**config.mk**
```make
export PLATFORM = sky130hd
export DESIGN_NAME = pc_unit
export DESIGN_NICKNAME = d
export VERILOG_FILES = /design/src/rtl/pc_unit.sv
export SDC_FILE = /design/constraint.sdc
export NUM_CORES = 1
export LEC_CHECK = 0
export ABC_AREA = 1
export BUFFER_PORTS_ARGS = -buffer_cell sky130_fd_sc_hd__buf_2
export CAP_MARGIN = 20
export CORE_MARGIN = 2
export CORE_UTILIZATION = 56
export CTS_BUF_LIST = sky130_fd_sc_hd__clkbuf_8
export DETAILED_ROUTE_END_ITERATION = 10
export HOLD_SLACK_MARGIN = 0.05
export PLACE_DENSITY_LB_ADDON = 0.15
export SKIP_LAST_GASP = 1
export SLEW_MARGIN = 20
export SYNTH_ARGS = -nofsm -noshare
export SYNTH_HDL_FRONTEND = slang
export SYNTH_SLANG_ARGS = --single-unit
```
**constraint.sdc**
```tcl
create_clock -name clock -period 2.8 [get_ports clock]
set_input_delay 0.84 -clock clock [delete_from_list [all_inputs] [get_ports clock]]
set_output_delay 0.84 -clock clock [all_outputs]
set_load 0.02 [all_outputs]
```
**src/rtl/pc_unit.sv**
```systemverilog
// Program counter with branch/jump/jump-register redirect selection,
// stall-time redirect buffering, a fetch counter and a sticky
// misaligned jump-register flag.
module pc_unit #(
  parameter int unsigned     WIDTH        = 32,
  parameter int unsigned     INC_BYTES    = 4,
  parameter logic [WIDTH-1:0] RESET_VECTOR = '0,
  parameter int unsigned     CNT_WIDTH    = 16
) (
  input  logic                 clock,
  input  logic                 reset,
  input  logic                 stall,
  input  logic                 branch_taken,
  input  logic [WIDTH-1:0]     branch_offset,
  input  logic                 jump,
  input  logic [25:0]          jump_index,
  input  logic                 jump_reg,
  input  logic [WIDTH-1:0]     reg_target,
  output logic [WIDTH-1:0]     pc_out,
  output logic [WIDTH-1:0]     pc_plus_inc,
  output logic                 redirect_pending,
  output logic [CNT_WIDTH-1:0] fetch_count,
  output logic                 misaligned_err
);

  localparam logic [WIDTH-1:0] INC_VAL    = WIDTH'(INC_BYTES);
  localparam logic [WIDTH-1:0] LOW_MASK   = WIDTH'(INC_BYTES - 1);
  localparam logic [WIDTH-1:0] ALIGN_MASK = ~LOW_MASK;

  logic [WIDTH-1:0]     pc_q, pc_d;
  logic                 pend_q, pend_d;
  logic [WIDTH-1:0]     pend_tgt_q, pend_tgt_d;
  logic [CNT_WIDTH-1:0] cnt_q, cnt_d;
  logic                 mis_q, mis_d;

  logic                 live_redirect;
  logic [WIDTH-1:0]     live_target;
  logic [WIDTH-1:0]     jr_target;
  logic [WIDTH-1:0]     j_target;
  logic [WIDTH-1:0]     br_target;

  assign pc_out           = pc_q;
  assign pc_plus_inc      = pc_q + INC_VAL;
  assign redirect_pending = pend_q;
  assign fetch_count      = cnt_q;
  assign misaligned_err   = mis_q;

  // Candidate targets for each redirect source
  always_comb begin
    jr_target = reg_target & ALIGN_MASK;
    j_target  = {pc_plus_inc[WIDTH-1:28], jump_index, 2'b00};
    br_target = pc_plus_inc + (branch_offset << 2);
  end

  // Priority select of the live redirect: jump_reg > jump > branch
  always_comb begin
    live_redirect = jump_reg | jump | branch_taken;
    live_target   = br_target;
    if (jump_reg) begin
      live_target = jr_target;
    end else if (jump) begin
      live_target = j_target;
    end
  end

  // Next-state: advance, redirect, or hold and buffer during stall
  always_comb begin
    pc_d       = pc_q;
    pend_d     = pend_q;
    pend_tgt_d = pend_tgt_q;
    cnt_d      = cnt_q;
    mis_d      = mis_q | (jump_reg & ((reg_target & LOW_MASK) != '0));
    if (!stall) begin
      cnt_d = cnt_q + CNT_WIDTH'(1);
      if (live_redirect) begin
        pc_d   = live_target;
        pend_d = 1'b0;
      end else if (pend_q) begin
        pc_d   = pend_tgt_q;
        pend_d = 1'b0;
      end else begin
        pc_d = pc_plus_inc;
      end
    end else if (live_redirect) begin
      pend_tgt_d = live_target;
      pend_d     = 1'b1;
    end
  end

  // State registers with synchronous reset
  always_ff @(posedge clock) begin
    if (reset) begin
      pc_q       <= RESET_VECTOR;
      pend_q     <= 1'b0;
      pend_tgt_q <= '0;
      cnt_q      <= '0;
      mis_q      <= 1'b0;
    end else begin
      pc_q       <= pc_d;
      pend_q     <= pend_d;
      pend_tgt_q <= pend_tgt_d;
      cnt_q      <= cnt_d;
      mis_q      <= mis_d;
    end
  end

endmodule

```
==> qor.yml, run 1 <==
cts:
  holdBufCountCts: 0
  clockBufferDepth: 2
  cts-root-buf: "clkbuf_8"
  cts_made_buffers: 9
  htree_levels: 3
  cts.sinks: 82
placed_design:
  globalplace.congestion: 0.9512
  io_buffers: 175
  dpl.hpwl_mm: 19.58
synth:
  syn_nets: 1317
  netlist_instances: 1182
  yosysTopAreaCell: "dfxtp_1"
  ys_ff_latch: 82
  synth_area_um2: 7152
  ys_top_cells_by_area: "dfxtp_1, nand2_1, inv_1"
  yosys_most_used_dff: "dfxtp_1"
  seq_area_frac_synth: 0.2295
  synth_edf_count: 0
  netlist.area_leader.share: 0.2295
  avgSynthCellArea_um2: 6.051
  ys_async_sr_fraction: 0
  ys_warn_count: 0
  synth.distinct_cells: 49
global_routing:
  track_usage: 0.7184
  overflow: 3
  grt_max_degree: 42
floorplan:
  die_y_um: 117.0
  boundaryPins: 178
  initial_core_util: 0.5690
  rows: 41
  die_width_um: 117.0
status:
  status: "stopped before the end"
  haltStage: "5_1_grt"
  error_line: "[ERROR GRT-0232] Routing congestion too high. Check the congestion heatmap in the GUI."
sta:
  worst_endpoint: "pend_tgt_q[31]$_SDFFE_PP0P_/D"
  worstEndpointType: "register input"
-- cells in the mapped netlist (3+ instances only) --
| library cell | count |
|---|---|
| nand2_4 | 3 |
| xnor2_1 | 12 |
| nand4_1 | 6 |
| dfxtp_1 | 82 |
| o21ai_0 | 82 |
| a22o_1 | 12 |
| nand3_1 | 83 |
| a31oi_1 | 6 |
| nor3_1 | 13 |
| nor3_2 | 6 |
| buf_4 | 3 |
| nand2_2 | 9 |
| buf_1 | 5 |
| xor2_1 | 17 |
| nand3_2 | 3 |
| o211ai_1 | 8 |
| ha_1 | 38 |
| a22oi_1 | 3 |
| nand3b_1 | 11 |
| clkbuf_1 | 20 |
| o21bai_1 | 11 |
| inv_1 | 178 |
| buf_2 | 6 |
| inv_2 | 3 |
| nand2_1 | 330 |
| a41oi_1 | 4 |
| nor2_1 | 114 |
| nor2_4 | 6 |
| xnor2_2 | 3 |
| nor2_2 | 6 |
| a21oi_1 | 73 |
-- cell families after synthesis --
| kind of cell | Yosys count | synth area share |
|---|---|---|
| AO/OA/AOI/OAI | 211 | 0.1700 |
| buffers and inverters | 219 | 0.1221 |
| adder cells (fa/ha/maj) | 39 | 0.06928 |
| flip-flops | 82 | 0.2295 |
| XOR/XNOR | 32 | 0.04234 |
| AND/OR/NAND/NOR | 599 | 0.3667 |
-- metal layers --
| layer | track usage | GRT overflow |
|---|---|---|
| met5 | 0.1778 | 0 |
| met3 | 0.5474 | 0 |
| met2 | 0.8975 | 1 |
| met4 | 0.7224 | 2 |
| met1 | 0.7212 | 0 |
-- timing repair --
| action | CTS |
|---|---|
| pin swaps | 56 |
| buffers inserted | 31 |
| gates resized for setup | 160 |
| endpoints found under the setup margin | 51 |
-- metrics by stage --
step                area [µm²]  cells  setup TNS, ns  worst slack [ns]
floorplan                 7207   1182       -0.02531          -0.02531
global placement          9350   1651         -2.187           -0.2273
detailed placement        9350   1651         -3.541           -0.3478
CTS                      10480   1697        -0.4087          -0.04999
==> inputs of run 2 (changes only) <==
- CORE_UTILIZATION: 56 -> 40
- CTS_BUF_LIST: sky130_fd_sc_hd__clkbuf_8 -> not set
- HOLD_SLACK_MARGIN: 0.05 -> not set
==> qor.yml, run 2 <==
global_routing:
  antenna_found_initial: 0
  grt_max_degree: 41
  grt_pass1_wl_mm: 43.75
  overflow: 0
  grt_pass1_vias: 8469
  track_usage: 0.3023
synth:
  netlist.area_leader.share: 0.2295
  ys_async_sr_fraction: 0
  yosysMostFrequentCell: "nand2_1"
  avgSynthCellArea_um2: 6.051
  ys_warn_count: 0
  syn_nets: 1317
  ys_ff_latch: 82
  synth_common_cells: "nand2_1, inv_1, nor2_1"
  yosysTopAreaCell: "dfxtp_1"
  synth_area_um2: 7152
  seq_area_frac_synth: 0.2295
  synth_edf_count: 0
  yosys_most_used_dff: "dfxtp_1"
  ys_top_cells_by_area: "dfxtp_1, nand2_1, inv_1"
  netlist_instances: 1182
  synth.distinct_cells: 49
sta:
  fmax_mhz: 341.0
  finClkSkew_ns: 0.006715
  drv_slew: 0
  finalHoldViolations: 0
  timing.final.crit_share: 1.047
  slew_headroom: 0.5276
  layout_setup_ws_ns: -0.1327
  setup_viol: 28
  min_period_ns: 2.933
  holdWs_ns: 0.4526
  tightest_slew_ns: 0.7078
  rsz0062_at_grt: "yes"
drt:
  drt-initial-drc-count: 586
  wl_mm: 29.56
  dr.pass1.iters: 6
  vias: 9190
  wl_per_cell_um: 16.58
  ant_nets: 0
  drc: 0
  via_per_inst: 5.154
cts:
  htree_levels: 3
  cts.sinks: 82
  clockBufferDepth: 2
  holdBufCountCts: 0
  cts_made_buffers: 9
  cts_tree: "yes"
  path_clk_slew_ns: 0.06
  cts-root-buf: "clkbuf_16"
  clk_latency_ns: 0.35
worst_setup_path:
  rr_worst_depth: 22
  critPathCaptureType: "output port"
  cpPeakStageDelay_ns: 0.36
  reg2reg_slack_ns: -0.10
  regToRegStartpoint: "pc_out[10]"
  worstPathRequired_ns: 1.96
  crit_start: "pc_out[16]"
  path_class: "flip-flop to output port"
  slowest_stage: "dfxtp_2"
  timing.rr.end: "pc_out[29]"
  cp.arrival_ns: 2.09
  critical_path_peak_fanout: 4
  setup.worst_path.start_class: "flip-flop"
  path_cells: "nand2_4, nor2_4, nand3b_1, buf_4, nor3_2, buf_4, xnor2_2, inv_2, buf_4, buf_6, buf_6"
  cp_common_cell: "buf_4"
power_and_ir_drop:
  leakagePower_nw: 6.028
  power_density_nw_per_um2: 381.7
  ir_drop_v: 0.0003162
worst_hold_path:
  min_delay_path_depth: 2
  hp-start: "misaligned_err"
  hp-class: "flip-flop to flip-flop"
  hold_end: "misaligned_err"
floorplan:
  boundaryPins: 178
  fp.coreArea_um2: 17420
  die_width_um: 137.7
  initial_core_util: 0.4106
  rows: 48
  die_y_um: 137.7
  die_area_um2: 18970
placed_design:
  post-place-ws_ns: -0.3612
  dpl.hpwl_mm: 21.11
  globalplace.congestion: 0.9172
  io_buffers: 175
layout:
  fillerInstances: 1499
  final_common_cell: "nand2_1"
  area_growth_pct: 66.97
  layout.nets: 1688
  drive_above_1_share: 0.4769
  layout_common_cells: "nand2_1, buf_4, buf_2"
  diodes: 0
status:
  failed_checks: "negative setup slack"
  status: "complete, but fails checks"
run:
  maxCapViolCount: 0
## run 2: kinds of logic (layout without fill, tap and decap cells)
logic type | count (synthesis) | count (layout) | synth area share
fa+ha+maj | 39 | 39 | 0.06928
simple gates | 599 | 599 | 0.3667
buf+inv | 219 | 595 | 0.1221
xor+xnor | 32 | 32 | 0.04234
compound gates | 211 | 211 | 0.1700
flops | 82 | 82 | 0.2295
## run 2: repair_timing
item	in CTS	in global routing
resized for setup	213	209
setup endpoints to repair	55	63
pin swaps	79	100
buffers inserted	26	20
## run 2: per-layer routing
| metal | global-route usage | vias to the layer above | part of all wire |
|---|---|---|---|
| met5 | 0 | - | 0 |
| met4 | 0.1156 | 0 | 0.043 |
| met3 | 0.04525 | 68 | 0.068 |
| met2 | 0.5152 | 378 | 0.48 |
| met1 | 0.3843 | 4199 | 0.41 |
| li1 | - | 4545 | - |
## run 2: report_power, final
group / internal [mW] / leakage [nW] / switching, mW
Combinational: 0.890 / 5.20 / 1.12
Sequential: 1.25 / 0.687 / 0.0720
Clock: 0.715 / 0.145 / 0.516
## run 2: layout make-up
class / count / area [µm²] / area share
sequential: 82 / 1700 / 0.1424
timing repair buffer: 396 / 2751 / 0.2304
clock inverter: 6 / 63.81 / 0.005344
clock buffer: 10 / 239.0 / 0.02001
multi-input combinational: 881 / 6196 / 0.5189
inverter: 183 / 709.4 / 0.05941
tap: 225 / 281.5 / 0.02357
## run 2: how the worst max path moves through the flow
stage	to	depth (start not counted)
after floorplan	pend_tgt_q[27]	17
after global placement	pend_tgt_q[31]	21
after detailed placement	pc_out[31]	22
after CTS	pc_out[30]	17
after global routing	pc_out[30]	18
final	pc_plus_inc[21]	11
## run 2: stage by stage
step	setup TNS, ns	power (mW)	utilization	cell area, µm²	cells
final	-1.084	4.558	0.6856	11940	1783
after detailed placement	-7.595	2.863	0.5520	9614	1727
after floorplan	-0.02531	2.156	-	7207	1182
after global placement	-6.723	2.850	0.5520	9614	1727
after CTS	-1.923	4.322	0.6333	11030	1766
after global routing	-7.574	4.786	0.6856	11940	1783
## run 2: critical path, delay by kind of cell, from the launching register on
| kind | cells | cell delay (ns) |
|---|---|---|
| xor+xnor | 1 | 0.10 |
| buf+inv | 6 | 0.81 |
| flops | 1 | 0.36 |
| simple gates | 4 | 0.48 |
Power figures use the tool's default switching activity.
==> inputs of run 3 (changes only) <==
--- a/config.mk
+++ b/config.mk
@@ -10,3 +10,3 @@
 export CAP_MARGIN = 20
-export CORE_MARGIN = 2
+export CORE_MARGIN = 1.5
 export CORE_UTILIZATION = 40
==> constraint.sdc (replaced) <==
create_clock -name clock -period 2.8 [get_ports clock]
set_input_delay 0.28 -clock clock [delete_from_list [all_inputs] [get_ports clock]]
set_output_delay 0.28 -clock clock [all_outputs]
set_load 0.02 [all_outputs]
==> qor.yml, run 3 (synthesized netlist as in run 2, its figures left out) <==
sta:
  layout_setup_ws_ns: -0.1160
  min_period_ns: 2.916
  rsz0062_at_grt: "yes"
  fin_setup_tns_ns: -1.102
  tightest_slew_ns: 0.6232
  slew_headroom: 0.5839
  finClkSkew_ns: 0.006901
  finalHoldViolations: 0
  holdWs_ns: 0.2766
  fmax_mhz: 342.9
  timing.final.crit_share: 1.041
  drv_slew: 0
  setup_viol: 22
power_and_ir_drop:
  total_power_mw: 4.363
  leakagePower_nw: 5.848
  power_density_nw_per_um2: 382.7
  ir_drop_v: 0.0003264
cts:
  cts.sinks: 82
  clk_latency_ns: 0.35
  htree_levels: 3
  clockBufferDepth: 2
  path_clk_slew_ns: 0.06
  holdBufCountCts: 0
  cts_tree: "yes"
  cts_made_buffers: 9
  cts-root-buf: "clkbuf_16"
floorplan:
  die_width_um: 136.7
  die_area_um2: 18690
  fp.coreArea_um2: 17360
  initial_core_util: 0.4121
  die_y_um: 136.7
  rows: 48
  boundaryPins: 178
drt:
  drc: 0
  wl_mm: 29.39
  vias: 9177
  wl_per_cell_um: 16.58
  via_per_inst: 5.179
  drt-initial-drc-count: 693
  ant_nets: 0
  dr.pass1.iters: 5
layout:
  multi_input_area_um2: 5952
  diodes: 0
  area_growth_pct: 59.39
  drive_above_1_share: 0.4428
  layout.nets: 1678
  fillerInstances: 1562
  finalNonFillerCells: 1772
  regArea_um2: 1685
  layout_common_cells: "nand2_1, buf_4, buf_2"
  final_common_cell: "nand2_1"
placed_design:
  dpl.hpwl_mm: 20.97
  globalplace.congestion: 0.9225
  io_buffers: 175
  post-place-ws_ns: -0.3900
  post-place-cells: 1715
run:
  maxCapViolCount: 0
worst_setup_path:
  crit_buf_inv: 5
  setup.worst_path.start_class: "flip-flop"
  critical_path_peak_fanout: 4
  path_cells: "nand2_2, nor3_4, nand2_1, nor2_2, buf_4, buf_4, nand2_2, xnor2_4, ha_4, inv_2, nor3_4, buf_4, a21oi_1, nand2_2, inv_2, nand2_2, nand2_1, nand3_1, nand2_1, nand2_1, a21oi_2"
  cp.arrival_ns: 3.20
  reg2reg_slack_ns: -0.12
  path_class: "flip-flop to flip-flop"
  critPathCaptureType: "flip-flop"
  crit_family: "simple AND/OR/NAND/NOR gates"
  cpPeakStageDelay_ns: 0.38
  slowest_stage: "dfxtp_4"
  worstPathRequired_ns: 3.08
status:
  status: "complete, but fails checks"
  failed_checks: "negative setup slack"
global_routing:
  antenna_found_initial: 0
  grt_pass1_vias: 8097
  grt_pass1_wl_mm: 42.71
  track_usage: 0.2985
  overflow: 0
  grt_max_degree: 58
worst_hold_path:
  hp-class: "primary input to flip-flop"
## run 3: worst reg2reg max path, stage by stage, from the launching register on
cell and delay, ns:
dfxtp_4 0.38, nand2_2 0.07, nor3_4 0.21, nand2_1 0.10, nor2_2 0.13, buf_4 0.13, buf_4 0.09, nand2_2 0.08
xnor2_4 0.25, ha_4 0.25, inv_2 0.08, nor3_4 0.05, buf_4 0.12, a21oi_1 0.21, nand2_2 0.11, inv_2 0.07
nand2_2 0.06, nand2_1 0.06, nand3_1 0.07, nand2_1 0.09, nand2_1 0.08, a21oi_2 0.15
## run 3: path summary, 6_finish.rpt
| path | from | end | depth (start not counted) |
|---|---|---|---|
| max | pc_out[10] | pc_out[31] | 21 |
| min | branch_taken | pend_tgt_q[1] | 3 |
| max reg2reg | pc_out[10] | pc_out[31] | 21 |
| min reg2reg | misaligned_err | misaligned_err | 2 |
## run 3: final cells by class
| type | instances | area share |
|---|---|---|
| clock buffer | 13 | 0.02283 |
| clock inverter | 2 | 0.001098 |
| inverter | 183 | 0.06157 |
| multi-input combinational | 881 | 0.5221 |
| sequential | 82 | 0.1478 |
| tap | 225 | 0.02470 |
| timing repair buffer | 386 | 0.2198 |
## run 3: stage by stage
stage,utilization,area [µm²]
after floorplan,-,7207
after global placement,0.5458,9474
after detailed placement,0.5458,9474
after CTS,0.6084,10560
after global routing,0.6568,11400
final,0.6568,11400
## run 3: layer usage
metal,vias up,GRT usage,part of all wire
li1,4522,-,-
met1,4216,0.4020,0.42
met2,393,0.4997,0.48
met3,46,0.03148,0.071
met4,0,0.09279,0.025
met5,-,0,0
## run 3: repair_timing
action                                  CTS  global route
endpoints found under the setup margin   40            41
setup buffers                            28            15
resized for setup                       138           186
pin swaps                                51            89
cloned                                    0             0
## run 3: power breakdown
| part | internal, mW | switching, mW |
|---|---|---|
| Combinational | 0.816 | 1.09 |
| Clock | 0.645 | 0.494 |
| Sequential | 1.25 | 0.0683 |
| Total | 2.71 | 1.65 |
